### src/rtl/dot_pkg.sv
// Shared constants and types for the MMIO int8 dot-product accumulator.
package dot_pkg;

    localparam int unsigned LANES  = 8;
    localparam int unsigned LANE_W = 8;
    localparam int unsigned ACC_W  = 32;
    localparam int unsigned LEN_W  = 8;

    localparam int unsigned WORD_W = LANES * LANE_W;
    localparam int unsigned PROD_W = 2 * LANE_W;
    // Eight signed 16-bit products need three extra bits to sum without loss.
    localparam int unsigned SUM_W  = PROD_W + $clog2(LANES);

    typedef enum logic [1:0] {
        IDLE,
        RUN,
        DRAIN,
        DONE
    } t_dot_state;

    typedef logic signed [PROD_W-1:0] t_prod;
    typedef t_prod [LANES-1:0] t_prod_vec;

endpackage

### src/rtl/dot_prod_stage.sv
// Registered 8-lane signed int8 multiply followed by a combinational lane-sum tree.
module dot_prod_stage
    import dot_pkg::*;
(
    input  logic              clk,
    input  logic              rst,
    input  logic              in_valid,
    input  logic [WORD_W-1:0] a,
    input  logic [WORD_W-1:0] b,
    output logic              out_valid,
    output logic [SUM_W-1:0]  sum
);

    t_prod_vec prod_c;
    t_prod_vec prod;
    logic signed [SUM_W-1:0] pair_sum [LANES/2];
    logic signed [SUM_W-1:0] quad_sum [LANES/4];
    logic signed [SUM_W-1:0] total;

    // Lane products; assignment context widens each signed operand to PROD_W.
    always_comb begin
        prod_c = '0;
        for (int i = 0; i < int'(LANES); i++) begin
            prod_c[i] = $signed(a[i*LANE_W +: LANE_W]) * $signed(b[i*LANE_W +: LANE_W]);
        end
    end

    always_ff @(posedge clk) begin
        if (rst) begin
            out_valid <= 1'b0;
            prod      <= '0;
        end else begin
            out_valid <= in_valid;
            if (in_valid) begin
                prod <= prod_c;
            end
        end
    end

    // Three-level balanced tree over sign-extended products.
    always_comb begin
        for (int i = 0; i < int'(LANES / 2); i++) begin
            pair_sum[i] = SUM_W'($signed(prod[2*i])) + SUM_W'($signed(prod[2*i+1]));
        end
        for (int i = 0; i < int'(LANES / 4); i++) begin
            quad_sum[i] = pair_sum[2*i] + pair_sum[2*i+1];
        end
        total = quad_sum[0] + quad_sum[1];
    end

    assign sum = total;

endmodule

### src/rtl/mmio_dot_accum.sv
// Job FSM, word counter and wrapping signed accumulator behind the MMIO write FIFO.
module mmio_dot_accum #(
    parameter int unsigned ACC_W = dot_pkg::ACC_W
) (
    input  logic                       clk,
    input  logic                       rst,
    input  logic                       wgt_wr,
    input  logic [dot_pkg::WORD_W-1:0] wgt_data,
    input  logic                       start,
    input  logic [dot_pkg::LEN_W-1:0]  len,
    input  logic                       in_valid,
    input  logic [dot_pkg::WORD_W-1:0] in_data,
    output logic                       in_ready,
    output logic                       busy,
    output logic                       done,
    output logic [ACC_W-1:0]           result,
    output logic                       overflow
);

    import dot_pkg::*;

    t_dot_state              state;
    logic [WORD_W-1:0]       wgt;
    logic [LEN_W-1:0]        remaining;
    logic signed [ACC_W-1:0] acc;
    logic                    ovf;

    logic                    accept;
    logic                    idle_like;
    logic                    p_valid;
    logic [SUM_W-1:0]        p_sum;
    logic signed [ACC_W-1:0] sum_ext;
    logic signed [ACC_W-1:0] acc_next;
    logic                    add_ovf;

    assign in_ready  = (state == RUN) && (remaining != '0);
    assign accept    = in_valid && in_ready;
    assign idle_like = (state == IDLE) || (state == DONE);

    dot_prod_stage u_prod (
        .clk       (clk),
        .rst       (rst),
        .in_valid  (accept),
        .a         (in_data),
        .b         (wgt),
        .out_valid (p_valid),
        .sum       (p_sum)
    );

    // Signed overflow: operands agree in sign but the wrapped sum does not.
    always_comb begin
        sum_ext  = ACC_W'($signed(p_sum));
        acc_next = acc + sum_ext;
        add_ovf  = (acc[ACC_W-1] == sum_ext[ACC_W-1]) && (acc_next[ACC_W-1] != acc[ACC_W-1]);
    end

    always_ff @(posedge clk) begin
        if (rst) begin
            state     <= IDLE;
            wgt       <= '0;
            remaining <= '0;
            acc       <= '0;
            ovf       <= 1'b0;
        end else begin
            if (idle_like && wgt_wr) begin
                wgt <= wgt_data;
            end
            if (p_valid) begin
                acc <= acc_next;
                if (add_ovf) begin
                    ovf <= 1'b1;
                end
            end
            case (state)
                IDLE, DONE: begin
                    if (start) begin
                        acc       <= '0;
                        ovf       <= 1'b0;
                        remaining <= len;
                        state     <= (len != '0) ? RUN : DONE;
                    end
                end
                RUN: begin
                    if (accept) begin
                        remaining <= remaining - LEN_W'(1);
                        if (remaining == LEN_W'(1)) begin
                            state <= DRAIN;
                        end
                    end
                end
                DRAIN: begin
                    if (!p_valid) begin
                        state <= DONE;
                    end
                end
                default: state <= IDLE;
            endcase
        end
    end

    assign busy     = (state == RUN) || (state == DRAIN);
    assign done     = (state == DONE);
    assign result   = acc;
    assign overflow = ovf;

endmodule

### config.mk
export PLATFORM = sky130hd
export DESIGN_NAME = mmio_dot_accum
export DESIGN_NICKNAME = d
export VERILOG_FILES = /design/src/rtl/dot_pkg.sv /design/src/rtl/dot_prod_stage.sv /design/src/rtl/mmio_dot_accum.sv
export SDC_FILE = /design/constraint.sdc
export NUM_CORES = 2
export LEC_CHECK = 0
export BUFFER_PORTS_ARGS = -buffer_cell sky130_fd_sc_hd__buf_2
export CELL_PAD_IN_SITES_DETAIL_PLACEMENT = 0
export CELL_PAD_IN_SITES_GLOBAL_PLACEMENT = 1
export CORE_MARGIN = 1
export CORE_UTILIZATION = 50
export CTS_CLUSTER_DIAMETER = 150
export DETAILED_ROUTE_END_ITERATION = 8
export PLACE_DENSITY = 0.91
export SYNTH_ARGS = -nofsm -noshare
export SYNTH_HDL_FRONTEND = slang
export SYNTH_HIERARCHICAL = 1
export SYNTH_SLANG_ARGS = --single-unit
### constraint.sdc
create_clock -name clk -period 9.17 [get_ports clk]
set_input_delay 0 -clock clk [delete_from_list [all_inputs] [get_ports clk]]
set_output_delay 0 -clock clk [all_outputs]
set_load 0.02 [all_outputs]
==> impl_metrics.env <==
export IMPL_ys_flop_type="dfxtp_1"
export IMPL_start_kind="flop"
export IMPL_yosys_area_top_type_share=0.285
export IMPL_die_area_sq_um=68500
export IMPL_synth_cells=3802
export IMPL_cts_tree="built"
export IMPL_critPathCaptureType="flop"
export IMPL_hold_path_class="input port to flop"
export IMPL_swShare=0.509
export IMPL_rsz0062_at_grt="false"
export IMPL_grt_util_all_layers=0.233
export IMPL_maxSlewViolCount=0
export IMPL_wl_per_cell_um=15.6
export IMPL_yosys_top_cells_area="fa_1, dfxtp_1, ha_1, inv_1, and2_1"
export IMPL_fmax_ghz=0.139
export IMPL_yosysWarnings=6
export IMPL_vdd_drop_max_uv=288
export IMPL_rows=94
export IMPL_multiInputGateArea_sq_um=26600
export IMPL_first_global_vias=26809
export IMPL_initial_core_util=0.510
export IMPL_worstSkewPairLatency_ps=610
export IMPL_cts_root_buf="clkbuf_16"
export IMPL_pwr_share_seq=0.145
export IMPL_crit_fanout=18
export IMPL_min_period_ps=7200
export IMPL_maxCapViolations=0
export IMPL_clock_sinks=236
export IMPL_crit_path_max_incr_delay_ps=570
export IMPL_layout_drive_gt1_share=0.0718
export IMPL_powerDensity_nw_per_um2=272
export IMPL_hold_viol_final=0
export IMPL_dpl_hpwl_um=61200
export IMPL_status="complete, no violations"
export IMPL_drc_errors=0
export IMPL_place_ws_ps=2010
export IMPL_synth_edf_count=0
export IMPL_drtIter0Drc=1372
export IMPL_syn_area_per_cell_sq_um=8.87
export IMPL_syn_num_nets=4775
export IMPL_fin_nets=5035
export IMPL_dpl_cell_count=4768
export IMPL_cts_clk_slew_worst_paths_ps=60
export IMPL_crit_required_ps=9630
export IMPL_postSynth_asyncResetShare=0
export IMPL_antenna_found_initial=2
export IMPL_grt_pass1_wl_um=131000
export IMPL_tns_ps=0
export IMPL_drt_pass1_iter_count=5
export IMPL_vias=26482
export IMPL_seq_area_sq_um=4730
export IMPL_coreArea_sq_um=66200
export IMPL_area_growth_pct=12.0
export IMPL_cts_made_buffers=30
export IMPL_seq_area_frac_synth=0.140
export IMPL_routed_via_density=5.35
export IMPL_power_switching_mw=5.23
export IMPL_crit_slowest_cell="fa_1"
export IMPL_leakage_nw=17.9
export IMPL_totalWireLength_um=77100
export IMPL_combPwrFrac=0.733
export IMPL_p_int_mw=5.05
export IMPL_grt_max_degree=83
export IMPL_dieWidth_um=262
export IMPL_synth_area_leader_cell="fa_1"
export IMPL_fin_util=0.570
export IMPL_ios=177
export IMPL_worstMarginPinSlew_ps=1020
export IMPL_slew_headroom=0.319
export IMPL_cts_setup_buffers=0
export IMPL_skew_ps=15.8
export IMPL_fin_ws_ps=1970
export IMPL_overflow=0
export IMPL_critical_path_class="flop to flop"
export IMPL_io_buffers=176
export IMPL_ant_nets=0
export IMPL_clockPowerShare=0.122
export IMPL_htree_levels=1
export IMPL_hold_slack_ps=16.4
export IMPL_cts_buffer_depth=3
export IMPL_finalSetupViolCount=0
export IMPL_syn_area_sq_um=33700
export IMPL_yosys_register_bits=236
export IMPL_final_period_utilization=0.785
export IMPL_crit_arrival_ps=7660
export IMPL_netlist_cell_type_count=79
export IMPL_n_fill_cell=5973
export IMPL_gp_congestion=0.893
export IMPL_fp_dieH_um=262
export IMPL_cpMostUsedCell="a21oi_1"
export IMPL_instances_no_fill=4947
==> cell usage in the layout (no fill, tap or decap), types with 146 or more instances in the layout <==
cell type  instances
a21oi_1          203
and2_1           307
buf_2            175
dfxtp_1          235
fa_1             480
ha_1             352
inv_1            565
nand2_1          396
nor2_1           202
xnor2_1          146
==> worst max-delay path, delay by kind of cell, from the launching register on <==
family,cells,cell delay [ps]
flops,1,310
buf+inv,1,260
xor+xnor,2,320
fa+ha+maj,6,2320
simple gates,3,650
compound gates,16,3200
==> metrics by stage <==
stage	total power [mW]	area, sq um
global placement	8.74	35500
global route	11.3	37800
floorplan	7.11	33700
finish	10.3	37800
detailed placement	8.88	35500
CTS	10.3	37800
==> final cells by class <==
cell class	instances	share of cell area
multi-input cells	2913	0.703
inverters	567	0.0563
well taps	864	0.0286
diodes	2	0.000132
clock buffers	39	0.0229
flip-flops and latches	236	0.125
clock inverters	12	0.00421
repair buffers	314	0.0593
==> Yosys cell counts, types with 13 or more instances <==
cell      instances
nand2_1         397
a21oi_1         203
nand3_1          41
nand3b_1         13
mux2i_1          73
and3_1           20
buf_1            13
xnor2_1         146
a211o_1          17
xor2_1           43
o21a_1           34
nand2b_1         84
fa_1            480
nor2_1          202
and2_1          309
nand4_1          22
inv_1           566
o21bai_1         13
nor2b_1          24
ha_1            352
a21o_1           47
a211oi_1         34
dfxtp_1         236
o22ai_1          18
nor3_1           47
o21ai_0          69
o21ai_1          15
clkbuf_1         72
a31oi_1          20
==> routing by layer <==
layer / routed length (um) / GRT usage
met2: 37500 / 0.400
met1: 35000 / 0.315
met5: 0 / 0
met3: 2990 / 0.0265
met4: 1580 / 0.0480
==> power by group through the flow <==
stage	Combinational (mW)	Clock, mW	Sequential [mW]
floorplan	5.71	0	1.40
global placement	7.23	0	1.50
detailed placement	7.37	0	1.51
CTS	7.54	1.28	1.49
global route	8.50	1.32	1.52
finish	7.53	1.25	1.49
==> kinds of logic (layout without fill, tap and decap cells) <==
group / count (synthesis) / count (layout) / synth area share
AO/OA/AOI/OAI: 598 / 598 / 0.120
adder cells (fa/ha/maj): 832 / 832 / 0.415
multiplexers: 74 / 74 / 0.0220
buffers and inverters: 653 / 932 / 0.0727
flip-flops: 236 / 236 / 0.140
XOR/XNOR: 189 / 189 / 0.0491
AND/OR/NAND/NOR: 1220 / 1220 / 0.181
other: 0 / 2 / 0
==> flip-flops by register name, indices dropped and copies added (netlist names) <==
name              flops
u_prod/out_valid      1
remaining             8
u_prod/prod         128
overflow              1
result               32
state                 2
wgt                  64
==> repair_timing <==
action                                  4_1_cts  5_1_grt
resized for setup                             0        0
endpoints found under the setup margin        0        0
hold buffers                                126        0
endpoints found under the hold margin       114        0
==> worst paths after layout <==
| check | cells past startpoint | from | to | slack [ps] |
|---|---|---|---|---|
| worst min register to register | 2 | u_prod/prod[48]$_SDFFE_PP0P_ | u_prod/prod[48]$_SDFFE_PP0P_ | 470 |
| worst max register to register | 28 | u_prod/prod[32]$_SDFFE_PP0P_ | result[29]$_SDFF_PP0_ | 1970 |
| worst min-delay path | 5 | in_data[57] | u_prod/prod[113]$_SDFFE_PP0P_ | 20 |
| worst max-delay path | 28 | u_prod/prod[32]$_SDFFE_PP0P_ | result[29]$_SDFF_PP0_ | 1970 |
Note: power is estimated with default switching activity, not from simulation.
